File: src/rtl/riscv_retire_trace_buffer.sv
// Retire trace buffer: captures one record per retired instruction
// into a circular FIFO and drains it through a valid/ready port.
module riscv_retire_trace_buffer #(
    parameter int XLEN  = 32,
    parameter int DEPTH = 16,
    parameter int CNT_W = 16,
    parameter int SEQ_W = 32
) (
    input  logic                       clk_i,
    input  logic                       rstn_i,
    input  logic                       update_i,
    input  logic [XLEN-1:0]            pc_i,
    input  logic [XLEN-1:0]            instr_i,
    input  logic [4:0]                 reg_addr_i,
    input  logic [XLEN-1:0]            reg_data_i,
    input  logic [XLEN-1:0]            mem_addr_i,
    input  logic [XLEN-1:0]            mem_data_i,
    input  logic                       mem_wrt_i,
    input  logic                       mem_read_i,
    input  logic                       clear_i,
    output logic                       rec_valid_o,
    input  logic                       rec_ready_i,
    output logic [SEQ_W-1:0]           rec_seq_o,
    output logic [XLEN-1:0]            rec_pc_o,
    output logic [XLEN-1:0]            rec_instr_o,
    output logic [5+XLEN-1:0]          rec_reg_o,
    output logic [2+2*XLEN-1:0]        rec_mem_o,
    output logic [$clog2(DEPTH):0]     count_o,
    output logic [CNT_W-1:0]           overflow_cnt_o,
    output logic                       halted_o
);

    localparam int AW = $clog2(DEPTH);
    localparam int PW = AW + 1;
    localparam logic [PW-1:0]    PTR_ONE = PW'(1);
    localparam logic [SEQ_W-1:0] SEQ_ONE = SEQ_W'(1);
    localparam logic [CNT_W-1:0] CNT_ONE = CNT_W'(1);

    typedef struct packed {
        logic [SEQ_W-1:0]    seq;
        logic [XLEN-1:0]     pc;
        logic [XLEN-1:0]     instr;
        logic [5+XLEN-1:0]   regs;
        logic [2+2*XLEN-1:0] mem;
    } rec_t;

    rec_t             store [DEPTH];
    rec_t             head;
    rec_t             rec_in;
    logic [PW-1:0]    wr_ptr;
    logic [PW-1:0]    rd_ptr;
    logic [SEQ_W-1:0] seq;
    logic [CNT_W-1:0] ovf;
    logic             halted;
    logic             empty;
    logic             full;
    logic             ret;
    logic             pop;
    logic             push;
    logic             drop;

    // Handshake and capture qualifiers; a pop frees the slot a full push reuses.
    always_comb begin
        empty = (wr_ptr == rd_ptr);
        full  = (wr_ptr[AW] != rd_ptr[AW]) &&
                (wr_ptr[AW-1:0] == rd_ptr[AW-1:0]);
        ret   = update_i && !halted && !clear_i;
        pop   = !empty && rec_ready_i && !clear_i;
        push  = ret && (!full || pop);
        drop  = ret && !push;
        rec_in.seq   = seq;
        rec_in.pc    = pc_i;
        rec_in.instr = instr_i;
        rec_in.regs  = {reg_addr_i, reg_data_i};
        rec_in.mem   = {mem_wrt_i, mem_read_i, mem_addr_i, mem_data_i};
    end

    // Control state: pointers, sequence, overflow and halt tracking.
    always_ff @(posedge clk_i or negedge rstn_i) begin
        if (!rstn_i) begin
            wr_ptr <= '0;
            rd_ptr <= '0;
            seq    <= '0;
            ovf    <= '0;
            halted <= 1'b0;
        end else if (clear_i) begin
            wr_ptr <= '0;
            rd_ptr <= '0;
            seq    <= '0;
            ovf    <= '0;
            halted <= 1'b0;
        end else begin
            if (push)
                wr_ptr <= wr_ptr + PTR_ONE;
            if (pop)
                rd_ptr <= rd_ptr + PTR_ONE;
            if (ret) begin
                seq <= seq + SEQ_ONE;
                if (instr_i == '0)
                    halted <= 1'b1;
            end
            if (drop && ovf != '1)
                ovf <= ovf + CNT_ONE;
        end
    end

    // Record storage; contents are not reset, only the pointers are.
    always_ff @(posedge clk_i) begin
        if (push)
            store[wr_ptr[AW-1:0]] <= rec_in;
    end

    // Show-ahead head outputs, forced to zero while empty.
    always_comb begin
        head           = empty ? '0 : store[rd_ptr[AW-1:0]];
        rec_valid_o    = !empty;
        rec_seq_o      = head.seq;
        rec_pc_o       = head.pc;
        rec_instr_o    = head.instr;
        rec_reg_o      = head.regs;
        rec_mem_o      = head.mem;
        count_o        = wr_ptr - rd_ptr;
        overflow_cnt_o = ovf;
        halted_o       = halted;
    end

endmodule
File: config.mk
export PLATFORM = sky130hd
export DESIGN_NAME = riscv_retire_trace_buffer
export DESIGN_NICKNAME = d
export VERILOG_FILES = /design/src/rtl/riscv_retire_trace_buffer.sv
export SDC_FILE = /design/constraint.sdc
export NUM_CORES = 2
export LEC_CHECK = 0
export BUFFER_PORTS_ARGS = -buffer_cell sky130_fd_sc_hd__buf_2
export CORE_MARGIN = 1
export CORE_UTILIZATION = 60
export DETAILED_ROUTE_END_ITERATION = 16
export PLACE_DENSITY_LB_ADDON = 0.25
export SETUP_SLACK_MARGIN = 0.5
export SLEW_MARGIN = 10
export SYNTH_ARGS = -nofsm -noshare
export SYNTH_HDL_FRONTEND = slang
export SYNTH_SLANG_ARGS = --single-unit
File: constraint.sdc
create_clock -name clk_i -period 20 [get_ports clk_i]
set_input_delay 4 -clock clk_i [delete_from_list [all_inputs] [get_ports clk_i]]
set_output_delay 4 -clock clk_i [all_outputs]
set_load 0.01 [all_outputs]
==> impl_metrics.csv <==
group,metric,value,unit
critical_path,timing.rr.end,"store[4][27]$_DFFE_PP_",
critical_path,regToRegSetupSlack,14.63,ns
worst_hold_path,worstHoldStart,"overflow_cnt_o[0]$_DFFE_PN0P_",
global_routing,met1_usage_in_global_routing,37.3,%
critical_path,crit_arrival,6.29,ns
worst_hold_path,whs_endpoint,"overflow_cnt_o[0]$_DFFE_PN0P_",
clock_tree,cts_resized,0,
die,floorplan.initialDensity,60.3,%
global_routing,met3_usage,4.40,%
synthesis,ys_async_sr_fraction,1.82,%
clock_tree,cts-htree-levels,5,
synthesis,synth_seq_cells,3243,
finish,layout.nets,5964,
timing,fin_setup_tns,0,ns
clock_tree,cts_inserted_buffers,334,
timing,final.period_utilization,51.5,%
critical_path,worst_setup_path_start_kind,"flip-flop",
critical_path,ff_to_ff_start,"rd_ptr[1]$_DFFE_PN0P_",
die,top_level_ports,394,
timing,final.setup.worst_slack,9.71,ns
drt,viasPerCell,6.61,
finish,layout-drive-gt1-share,29.4,%
finish,num-fill-cells,12238,
timing,clock-skew-final,0.0686,ns
synthesis,cell_area_after_synthesis,123000,µm²
power,power.leakage,46.4,nW
synthesis,netlist.area_leader.share,77.5,%
die,floorplan.die.width,456,µm
timing,final_max_slew_viol_count,0,
drt,drt_pre_antenna_iters,5,
critical_path,worstSetupPathType,"flip-flop to output pin",
clock_tree,post_cts_buffers,0,
drt,initialDrtViolationCount,6148,
synthesis,yosys_most_used_dff,"sky130_fd_sc_hd__edfxtp_1",
synthesis,yosysUniqueCellTypes,51,
finish,layout-area-overhead-vs-synth,12.5,%
clock_tree,cts.reportedPaths.clkPinSlew,0.06,ns
clock_tree,cts_sinks,3243,
synthesis,fraction_of_the_yosys_area_taken_by_sequential_cells,78.7,%
placed_design,hpwlAfterDp,137000,µm
placed_design,port-buffer-count,393,
timing,rsz_0062_raised_after_global_routing,"no",
power,power.density_cell_area,110,nW/µm²
synthesis,syn_inst,5217,
global_routing,gr-total-overflow,0,
clock_tree,clock_insertion_delay_worst_skew,0.96,ns
synthesis,synth.largest_area_cell,"sky130_fd_sc_hd__edfxtp_1",
timing,timing_worst_slew_pin_value,1.16,ns
drt,number_of_drc_violations_after_detailed_routing,0,
timing,hold_violations_final,0,
run_status,outcome,"completed",
die,die_height,456,µm
synthesis,synth.net_count,5401,
worst_hold_path,hold_path_class,"flip-flop to flip-flop",
global_routing,grt_antenna_before_repair,51,
global_routing,number_of_global_route_vias_before_repair,59257,
critical_path,setup.worst_path.end_class,"output pin",
clock_tree,cts-root-to-sink-buffers,4,
critical_path,worst_ep_required_time,16.00,ns
synthesis,syn-mean-instance-area,23.7,µm²
global_routing,pin_count_of_the_biggest_net_entering_global_routing,149,
clock_tree,clock_tree_from_tritoncts,"yes",
worst_hold_path,whs_path_depth,1,
timing,timing.final.crit_period,10.29,ns
flow_run,timing.max_cap.violations,0,
die,die-area,208000,µm²
power,vdd.ir_drop.worst,0.162,mV
timing,slew_headroom,22.7,%
placed_design,dp_slack,10.47,ns
finish,mostFrequentLayoutCells,"sky130_fd_sc_hd__edfxtp_1, sky130_fd_sc_hd__mux4_2, sky130_fd_sc_hd__mux2i_1",
die,fp.coreArea,205000,µm²
clock_tree,cts.root.buffer_cell,"sky130_fd_sc_hd__clkbuf_16",
finish,leading_cell_type_in_the_layout_fill_and_taps_excluded,"sky130_fd_sc_hd__edfxtp_1",
timing,timing.fmax,97.2,MHz
timing,fin_hold_ws,0.567,ns
global_routing,grt_first_pass_wirelength,404000,µm
placed_design,gp_congestion,0.756,
clock_tree,cts_hold_repair.buffers,0,
die,row_count,166,
critical_path,timing.critical_path.fanout_max,94,
global_routing,grt_usage,27.0,%
global_routing,use_met2,44.3,%
global_routing,grt_busiest_layer,"met2",
drt,finalWirelength,279000,µm
critical_path,ff2ff_path_depth,8,
timing,setup_viol,0,
synthesis,yosysWarningCount,0,
drt,detail-route-antenna-nets,0,
drt,wire_per_inst,31.9,µm
synthesis,yosys-top-cells-area,"sky130_fd_sc_hd__edfxtp_1, sky130_fd_sc_hd__mux4_2, sky130_fd_sc_hd__mux2i_1",
synthesis,synth_edf_count,3184,
drt,vias,57700,
cell usage after synthesis (6+ instances only):
master / instances
sky130_fd_sc_hd__xnor2_1: 23
sky130_fd_sc_hd__a21oi_1: 12
sky130_fd_sc_hd__mux2i_1: 401
sky130_fd_sc_hd__nand2_1: 27
sky130_fd_sc_hd__and3_1: 7
sky130_fd_sc_hd__buf_2: 85
sky130_fd_sc_hd__or3_1: 6
sky130_fd_sc_hd__o22ai_1: 199
sky130_fd_sc_hd__buf_4: 24
sky130_fd_sc_hd__nor3_1: 9
sky130_fd_sc_hd__nor2_1: 62
sky130_fd_sc_hd__dfrtp_1: 59
sky130_fd_sc_hd__nand3_1: 20
sky130_fd_sc_hd__xor2_1: 24
sky130_fd_sc_hd__clkbuf_1: 116
sky130_fd_sc_hd__edfxtp_1: 3184
sky130_fd_sc_hd__o21ai_0: 6
sky130_fd_sc_hd__nand4_1: 19
sky130_fd_sc_hd__mux4_2: 796
sky130_fd_sc_hd__nor4_1: 12
sky130_fd_sc_hd__buf_1: 50
sky130_fd_sc_hd__ha_1: 11
sky130_fd_sc_hd__inv_1: 13
power breakdown:
part           total (W)  internal, W  switching [W]  leakage [nW]
sequential       0.00753      0.00750      0.0000300          29.8
combinational    0.00191     0.000864        0.00104          11.5
clock            0.00585      0.00340        0.00245          5.00
layer usage:
metal | share of wire, % | wire [µm]
met3 | 7.3 | 20400
met1 | 39 | 109000
met4 | 3.3 | 9080
met5 | 0.092 | 257
met2 | 50 | 140000
critical path: stages, from the launching register on:
cell                      delay, ns
sky130_fd_sc_hd__dfrtp_4       0.84
sky130_fd_sc_hd__buf_12        0.65
sky130_fd_sc_hd__buf_4         0.89
sky130_fd_sc_hd__buf_4         0.78
sky130_fd_sc_hd__buf_4         0.86
sky130_fd_sc_hd__mux4_2        0.61
sky130_fd_sc_hd__mux2i_1       0.17
sky130_fd_sc_hd__o22ai_1       0.14
sky130_fd_sc_hd__buf_2         0.21
state kept, by name, summed over array words and instances, names as in the netlist:
name            cells
halted_o            1
rd_ptr              5
overflow_cnt_o     16
wr_ptr              5
seq                32
store            3184
worst max path at each step:
stage	startpoint	to	slack, ns	cells past startpoint
final	rd_ptr[0]$_DFFE_PN0P_	rec_instr_o[30]	9.71	8
after global placement	rd_ptr[0]$_DFFE_PN0P_	rec_reg_o[25]	10.49	8
after global routing	rd_ptr[0]$_DFFE_PN0P_	rec_reg_o[35]	9.08	8
after floorplan	clear_i	store[3][0]$_DFFE_PP_	0.92	4
after detailed placement	rd_ptr[0]$_DFFE_PN0P_	rec_instr_o[30]	10.47	8
after CTS	rd_ptr[0]$_DFFE_PN0P_	rec_reg_o[35]	9.41	8
cell families (layout without fill, tap and decap cells):
| logic type | count (synthesis) | in the layout | synth area share, % |
|---|---|---|---|
| buffers and inverters | 290 | 1099 | 1.05 |
| other | 0 | 14 | 0 |
| XOR/XNOR | 47 | 47 | 0.334 |
| flip-flops | 3243 | 3243 | 78.7 |
| adder cells (fa/ha/maj) | 12 | 12 | 0.128 |
| AO/OA/AOI/OAI | 231 | 231 | 1.17 |
| multiplexers | 1199 | 1199 | 17.8 |
| AND/OR/NAND/NOR | 195 | 195 | 0.860 |
area by class of cell:
type	count	area [µm²]	area share, %
Tap cell	2688	3360	2.42
Clock buffer	419	8930	6.43
Multi-Input combinational cell	1684	25200	18.1
Clock inverter	163	1280	0.920
Inverter	14	60.1	0.0432
Timing Repair Buffer	503	2970	2.14
Sequential cell	3243	97100	69.9
Antenna cell	14	35.0	0.0252
per-stage QoR:
stage / cell area (µm²) / util, % / total power, W / std cells
5_1_grt: 139000 / 67.9 / 0.0157 / 8724
3_3_place_gp: 129000 / 62.9 / 0.00959 / 8132
3_5_place_dp: 129000 / 62.9 / 0.00961 / 8132
2_1_floorplan: 123000 / - / 0.00901 / 5217
6_report: 139000 / 67.9 / 0.0153 / 8728
4_1_cts: 139000 / 67.9 / 0.0154 / 8714
No activity file was read; power rests on OpenSTA's default activity.
